===== config.mk =====
export PLATFORM = sky130hd
export DESIGN_NAME = spi_reg_cmd_parser
export DESIGN_NICKNAME = d
export VERILOG_FILES = /design/src/rtl/spi_reg_cmd_parser_pkg.sv /design/src/rtl/spi_reg_cmd_parser.sv
export SDC_FILE = /design/constraint.sdc
export NUM_CORES = 1
export LEC_CHECK = 0
export BUFFER_PORTS_ARGS = -buffer_cell sky130_fd_sc_hd__buf_2
export CAP_MARGIN = 0
export CORE_MARGIN = 2
export CORE_UTILIZATION = 50
export CTS_CLUSTER_DIAMETER = 100
export DETAILED_ROUTE_END_ITERATION = 12
export GPL_ROUTABILITY_DRIVEN = 0
export GPL_TIMING_DRIVEN = 0
export PLACE_DENSITY = 0.85
export REMOVE_ABC_BUFFERS = 1
export SLEW_MARGIN = 20
export SYNTH_ARGS = -nofsm -noshare
export SYNTH_HDL_FRONTEND = slang
export SYNTH_SLANG_ARGS = --single-unit

===== constraint.sdc =====
create_clock -name clk -period 1.8 [get_ports clk]
set_input_delay 0.18 -clock clk [delete_from_list [all_inputs] [get_ports clk]]
set_output_delay 0.18 -clock clk [all_outputs]
set_load 0.03 [all_outputs]

===== src/rtl/spi_reg_cmd_parser_pkg.sv =====
// rtl/spi_reg_cmd_parser_pkg.sv - shared types and constants for the SPI register command parser
package spi_reg_cmd_parser_pkg;

  typedef enum logic [2:0] {
    ST_IDLE     = 3'd0,
    ST_ADDR     = 3'd1,
    ST_LEN      = 3'd2,
    ST_WDATA    = 3'd3,
    ST_RD_ISSUE = 3'd4,
    ST_RD_WAIT  = 3'd5,
    ST_RD_PUSH  = 3'd6
  } state_t;

  // Frame fields in wire order
  typedef enum logic [1:0] {
    FIELD_OP   = 2'd0,
    FIELD_ADDR = 2'd1,
    FIELD_LEN  = 2'd2,
    FIELD_DATA = 2'd3
  } field_t;

  localparam logic [7:0] DEF_CMD_NOP   = 8'h00;
  localparam logic [7:0] DEF_CMD_WRITE = 8'h01;
  localparam logic [7:0] DEF_CMD_READ  = 8'h02;

  // Which frame field the parser expects next in a given state
  function automatic field_t state_field(input state_t s);
    case (s)
      ST_IDLE: return FIELD_OP;
      ST_ADDR: return FIELD_ADDR;
      ST_LEN:  return FIELD_LEN;
      default: return FIELD_DATA;
    endcase
  endfunction

  // States that pull bytes from the RX stream
  function automatic logic state_accepts_rx(input state_t s);
    return (s == ST_IDLE) || (s == ST_ADDR) || (s == ST_LEN) || (s == ST_WDATA);
  endfunction

endpackage


===== src/rtl/spi_reg_cmd_parser.sv =====
// rtl/spi_reg_cmd_parser.sv - decodes host command frames into register bus writes/reads and streams read data out
module spi_reg_cmd_parser
  import spi_reg_cmd_parser_pkg::*;
#(
  parameter int unsigned ADDR_BYTES = 1,
  parameter logic [7:0]  CMD_WRITE  = DEF_CMD_WRITE,
  parameter logic [7:0]  CMD_READ   = DEF_CMD_READ,
  parameter logic [7:0]  CMD_NOP    = DEF_CMD_NOP
) (
  input  logic                    clk,
  input  logic                    rst,
  input  logic                    abort,
  input  logic [7:0]              rx_data,
  input  logic                    rx_valid,
  output logic                    rx_ready,
  output logic [7:0]              tx_data,
  output logic                    tx_valid,
  input  logic                    tx_ready,
  output logic [8*ADDR_BYTES-1:0] bus_addr,
  output logic [7:0]              bus_wdata,
  output logic                    bus_we,
  output logic                    bus_re,
  input  logic [7:0]              bus_rdata,
  output logic                    busy,
  output logic                    err_cmd
);

  localparam int unsigned AW = 8 * ADDR_BYTES;
  localparam logic [1:0] LAST_ADDR_IDX = 2'(ADDR_BYTES - 1);

  state_t        state;
  state_t        state_nxt;
  logic [AW-1:0] addr;
  logic [7:0]    len;
  logic [1:0]    addr_idx;
  logic          is_read;
  logic          rx_fire;
  logic          tx_fire;
  logic          op_known;

  assign rx_fire  = rx_valid && rx_ready;
  assign tx_fire  = tx_valid && tx_ready;
  assign op_known = (rx_data == CMD_WRITE) || (rx_data == CMD_READ) || (rx_data == CMD_NOP);

  // State register
  always_ff @(posedge clk) begin
    if (rst) begin
      state <= ST_IDLE;
    end else begin
      state <= state_nxt;
    end
  end

  // Next-state decode; abort overrides every transition
  always_comb begin
    state_nxt = state;
    case (state)
      ST_IDLE: begin
        if (rx_fire && ((rx_data == CMD_WRITE) || (rx_data == CMD_READ))) begin
          state_nxt = ST_ADDR;
        end
      end
      ST_ADDR: begin
        if (rx_fire && (addr_idx == LAST_ADDR_IDX)) begin
          state_nxt = ST_LEN;
        end
      end
      ST_LEN: begin
        if (rx_fire) begin
          if (rx_data == 8'd0) begin
            state_nxt = ST_IDLE;
          end else if (is_read) begin
            state_nxt = ST_RD_ISSUE;
          end else begin
            state_nxt = ST_WDATA;
          end
        end
      end
      ST_WDATA: begin
        if (rx_fire && (len == 8'd1)) begin
          state_nxt = ST_IDLE;
        end
      end
      ST_RD_ISSUE: state_nxt = ST_RD_WAIT;
      ST_RD_WAIT:  state_nxt = ST_RD_PUSH;
      ST_RD_PUSH: begin
        if (tx_fire) begin
          state_nxt = (len == 8'd1) ? ST_IDLE : ST_RD_ISSUE;
        end
      end
      default: state_nxt = ST_IDLE;
    endcase
    if (abort) begin
      state_nxt = ST_IDLE;
    end
  end

  // Outputs decoded directly from state; busy also covers a write strobe still in flight
  always_comb begin
    rx_ready = 1'b0;
    bus_re   = 1'b0;
    busy     = 1'b0;
    rx_ready = state_accepts_rx(state) && !abort && !rst;
    bus_re   = (state == ST_RD_ISSUE);
    busy     = (state != ST_IDLE) || bus_we;
  end

  // Frame datapath: address/length tracking, write strobe, read capture and TX holding register
  always_ff @(posedge clk) begin
    if (rst) begin
      addr      <= '0;
      len       <= 8'd0;
      addr_idx  <= 2'd0;
      is_read   <= 1'b0;
      bus_addr  <= '0;
      bus_wdata <= 8'd0;
      bus_we    <= 1'b0;
      tx_data   <= 8'd0;
      tx_valid  <= 1'b0;
      err_cmd   <= 1'b0;
    end else begin
      bus_we  <= 1'b0;
      err_cmd <= 1'b0;
      if (abort) begin
        tx_valid <= 1'b0;
        addr_idx <= 2'd0;
        len      <= 8'd0;
      end else begin
        case (state)
          ST_IDLE: begin
            if (rx_fire) begin
              addr_idx <= 2'd0;
              is_read  <= (rx_data == CMD_READ);
              err_cmd  <= !op_known;
            end
          end
          ST_ADDR: begin
            if (rx_fire) begin
              addr     <= AW'({addr, rx_data});
              addr_idx <= addr_idx + 2'd1;
            end
          end
          ST_LEN: begin
            if (rx_fire) begin
              len <= rx_data;
              if (is_read) begin
                bus_addr <= addr;
              end
            end
          end
          ST_WDATA: begin
            if (rx_fire) begin
              bus_we    <= 1'b1;
              bus_wdata <= rx_data;
              bus_addr  <= addr;
              addr      <= addr + 1'b1;
              len       <= len - 8'd1;
            end
          end
          ST_RD_WAIT: begin
            tx_data  <= bus_rdata;
            tx_valid <= 1'b1;
          end
          ST_RD_PUSH: begin
            if (tx_fire) begin
              tx_valid <= 1'b0;
              addr     <= addr + 1'b1;
              bus_addr <= addr + 1'b1;
              len      <= len - 8'd1;
            end
          end
          default: ;
        endcase
      end
    end
  end

endmodule

==> metrics.md <==
| Metric | Value |
|---|---|
| Status | finished, violations left |
| Failing checks | setup timing |
| Final Instance Area | roughly 0.0032 mm^2 |
| Site Rows | 26 |
| Slew margin rel. | around 50% |
| Synth Flop Type | dfxtp_1 |
| Min-delay src | bus_rdata[6] |
| Post-route ant nets | 0 |
| CTS tree | built |
| Drt initial violations | between 200 and 250 |
| Max FO, Critical Path | 6 |
| Cell Pwr Density | just under 600 mW/mm^2 |
| WL per Instance | between 10 and 15 um |
| DR DRC count | 0 |
| Clk slew on worst S/H paths | 100 ps |
| Worst Clk Skew | around 17 ps |
| GRT Residual Overflow | 0 |
| R2R Path Start | state[2] |
| Mapped Cells | around 320 |
| Max frequency | between 0.5 and 0.6 GHz |
| Placeable Area | 0.00507 mm^2 |
| Final WS setup | -31.8 ps |
| Hold crit path type | in2reg |
| Seq cells post-synth | slightly below 50 |
| Tightest Pin Transition | 740 ps |
| Final wirelength | between 6000 and 7000 um |
| Via count | roughly 2,500 |
| Maximum clock insertion buffer count | 2 |
| Max Cap Violations | 0 |
| DP Cell Count | roughly 420 |
| Post-synth EDFFs | 0 |
| Share of layout cells above drive strength 1 | between 20 and 30% |
| Ports | 51 |
| Initial Util | approximately 52% |
| Largest net degree at the start of global routing | 38 |
| Critical path launch point | state[2] |
| Final Hold Viols | 0 |
| CP required | 2060 ps |
| # setup viols final | 4 |
| IO buf count | 50 |
| Die X | between 70 and 80 um |
| VDD IR max | about 400 uV |
| Number of vias per cell | roughly 5.6 |
| Fin cells | around 450 |
| Fin Hold WS | roughly 98 ps |
| Post-Syn Area | ~0.0026 mm^2 |
| Ys async rst share | 0% |
| Crit path time final | approximately 1800 ps |
| Worst-Skew Late Latency | approximately 310 ps |
| Number of global-route vias before repair | between 2,000 and 2,500 |
| Unique cell type count in the Yosys netlist | 62 |
| Hpwl dp | 4200 um |
| Post-Syn Area per Cell | between 8 and 9 um^2 |
| First-pass GRT wire length | approximately 10,000 um |
| TritonCTS buffer count | 5 |
| Pleak | around 0.0012 uW |
| Antenna Cells | 0 |
| Fin util | about 63% |
| WP data arrival | about 2100 ps |
| Unrepaired setup endpoints after global routing | true |
| Critical path class | reg2reg |
| Seq/Total Area, Yosys | between 30% and 40% |
| Clk sinks | slightly below 50 |
| Root buffer cell | clkbuf_8 |
| Final period util | 102% |
| GRT Util Overall | a little over a fifth |
| Drt first pass iters | 4 |
| CP Launch Type | flip-flop |
| CP Capture Type | flip-flop |
| H-tree depth | 2 |
| Yosys warns | 0 |
| Die area | 0.00582 mm^2 |
| DP Area | about 0.0028 mm^2 |
| Initial antenna violation count | 0 |
| Layout area overhead | 22.2% |
| Final Max Tran Viols | 0 |
| Die height | ~76 um |
| # nets final | 405 |
| Hold_buf cts | 0 |
## registers in the layout (all words and copies together), names as in the netlist
| name | count |
|---|---|
| bus_addr | 8 |
| addr | 8 |
| bus_wdata | 8 |
| len | 8 |
| tx_valid | 1 |
| is_read | 1 |
| bus_we | 1 |
| state | 3 |
| tx_data | 8 |
| err_cmd | 1 |
| addr_idx | 2 |
## what timing repair did
item                                    4_1_cts  5_1_grt
setup buffers                                 7       13
hold endpoints to repair                      0        0
gates resized for setup                      15       12
endpoints found under the setup margin       45       27
pin swaps                                     4        6
## critical path, stage by stage (launching register included)
cell	delay, ps
dfxtp_4	390
or4b_4	580
o21ai_4	220
nand2_4	60
buf_4	160
buf_4	130
a21oi_1	100
o21ba_2	150
## cell usage after synthesis, types with 3 or more instances
master	number	area (um^2)
nand2b_1	4	25.0
nor2_1	42	158
nor4_1	3	18.8
clkbuf_1	14	52.6
nor3_1	10	50.1
mux2i_1	8	80.1
inv_1	8	30.0
buf_2	3	15.0
a21oi_1	31	155
a21o_1	4	30.0
nand2_1	39	146
ha_1	4	50.1
or2_2	4	25.0
nand3_1	12	60.1
nand4_1	3	18.8
o21ai_0	13	65.1
or3_1	4	25.0
xnor2_1	7	61.3
and2_1	4	25.0
a211oi_1	5	37.5
nand3b_1	4	30.0
dfxtp_1	49	981
## path summary, 6_finish.rpt
path              slack [ps]  cells after the start      endpoint
setup / recovery         -30                      7       addr[5]
hold / removal           100                      3    tx_data[6]
setup reg to reg         -30                      7       addr[5]
hold reg to reg          460                      2  bus_wdata[0]
## cell families (layout without fill, tap and decap cells)
group | count (synthesis) | count (layout) | share of synthesized area [%]
muxes | 9 | 9 | 3.49
adders and majority gates | 4 | 4 | 1.91
buffers and inverters | 30 | 87 | 5.31
and+or+nand+nor | 142 | 142 | 27.8
AOI/OAI and AO/OA | 81 | 81 | 20.6
xor gates and xnor gates | 9 | 9 | 3.30
DFF | 49 | 49 | 37.5
## power by group
| group | internal [uW] | switching, uW | total, uW |
|---|---|---|---|
| Sequential | 1080 | 0.419 | 1080 |
| Clock | 281 | 397 | 679 |
| Combinational | 36.5 | 67.2 | 104 |
| Total | 1400 | 465 | 1860 |
## through the flow
stage	setup TNS, ps	power, uW	setup WS (ps)
after floorplan	-1400	1140	-159
after global placement	-12710	1200	-541
after detailed placement	-14360	1200	-586
after CTS	-201	1870	-79.8
after global routing	-506	1920	-145
final	-92.7	1860	-31.8
## final cells by class
cell class	instances	area [um^2]
inverters	9	33.8
well taps	70	87.6
fillers	434	1880
multi-input cells	245	1550
clock inverters	3	25.0
clock buffers	5	68.8
flip-flops and latches	49	992
repair buffers	70	439
## layout by cell type (no fill, tap or decap), types with 2 or more instances in the layout
cell	count
buf_2	50
dfxtp_1	46
nor2_1	41
nand2_1	38
a21oi_1	31
buf_4	15
nand3_1	11
inv_1	8
nor3_1	8
o21ai_0	8
mux2i_1	8
xnor2_1	7
o21ai_1	5
a211oi_1	5
clkbuf_8	5
nand2b_1	4
or2_2	4
nand3b_1	4
or3_1	4
a21o_1	4
ha_1	4
and2_1	3
nand4_1	3
nor4_1	3
buf_12	3
dfxtp_4	3
o21ai_4	2
a211oi_2	2
nand2_4	2
and2_4	2
a22oi_1	2
o21bai_1	2
nor3_2	2
o22ai_1	2
## metal layers
metal,vias to the layer above,GRT usage [%],wire length [um]
li1,1253,-,-
met1,1184,26.2,2860
met2,95,38.2,3440
met3,9,4.15,332
met4,0,10.0,78
met5,-,0,0
Power figures use the tool's default switching activity.
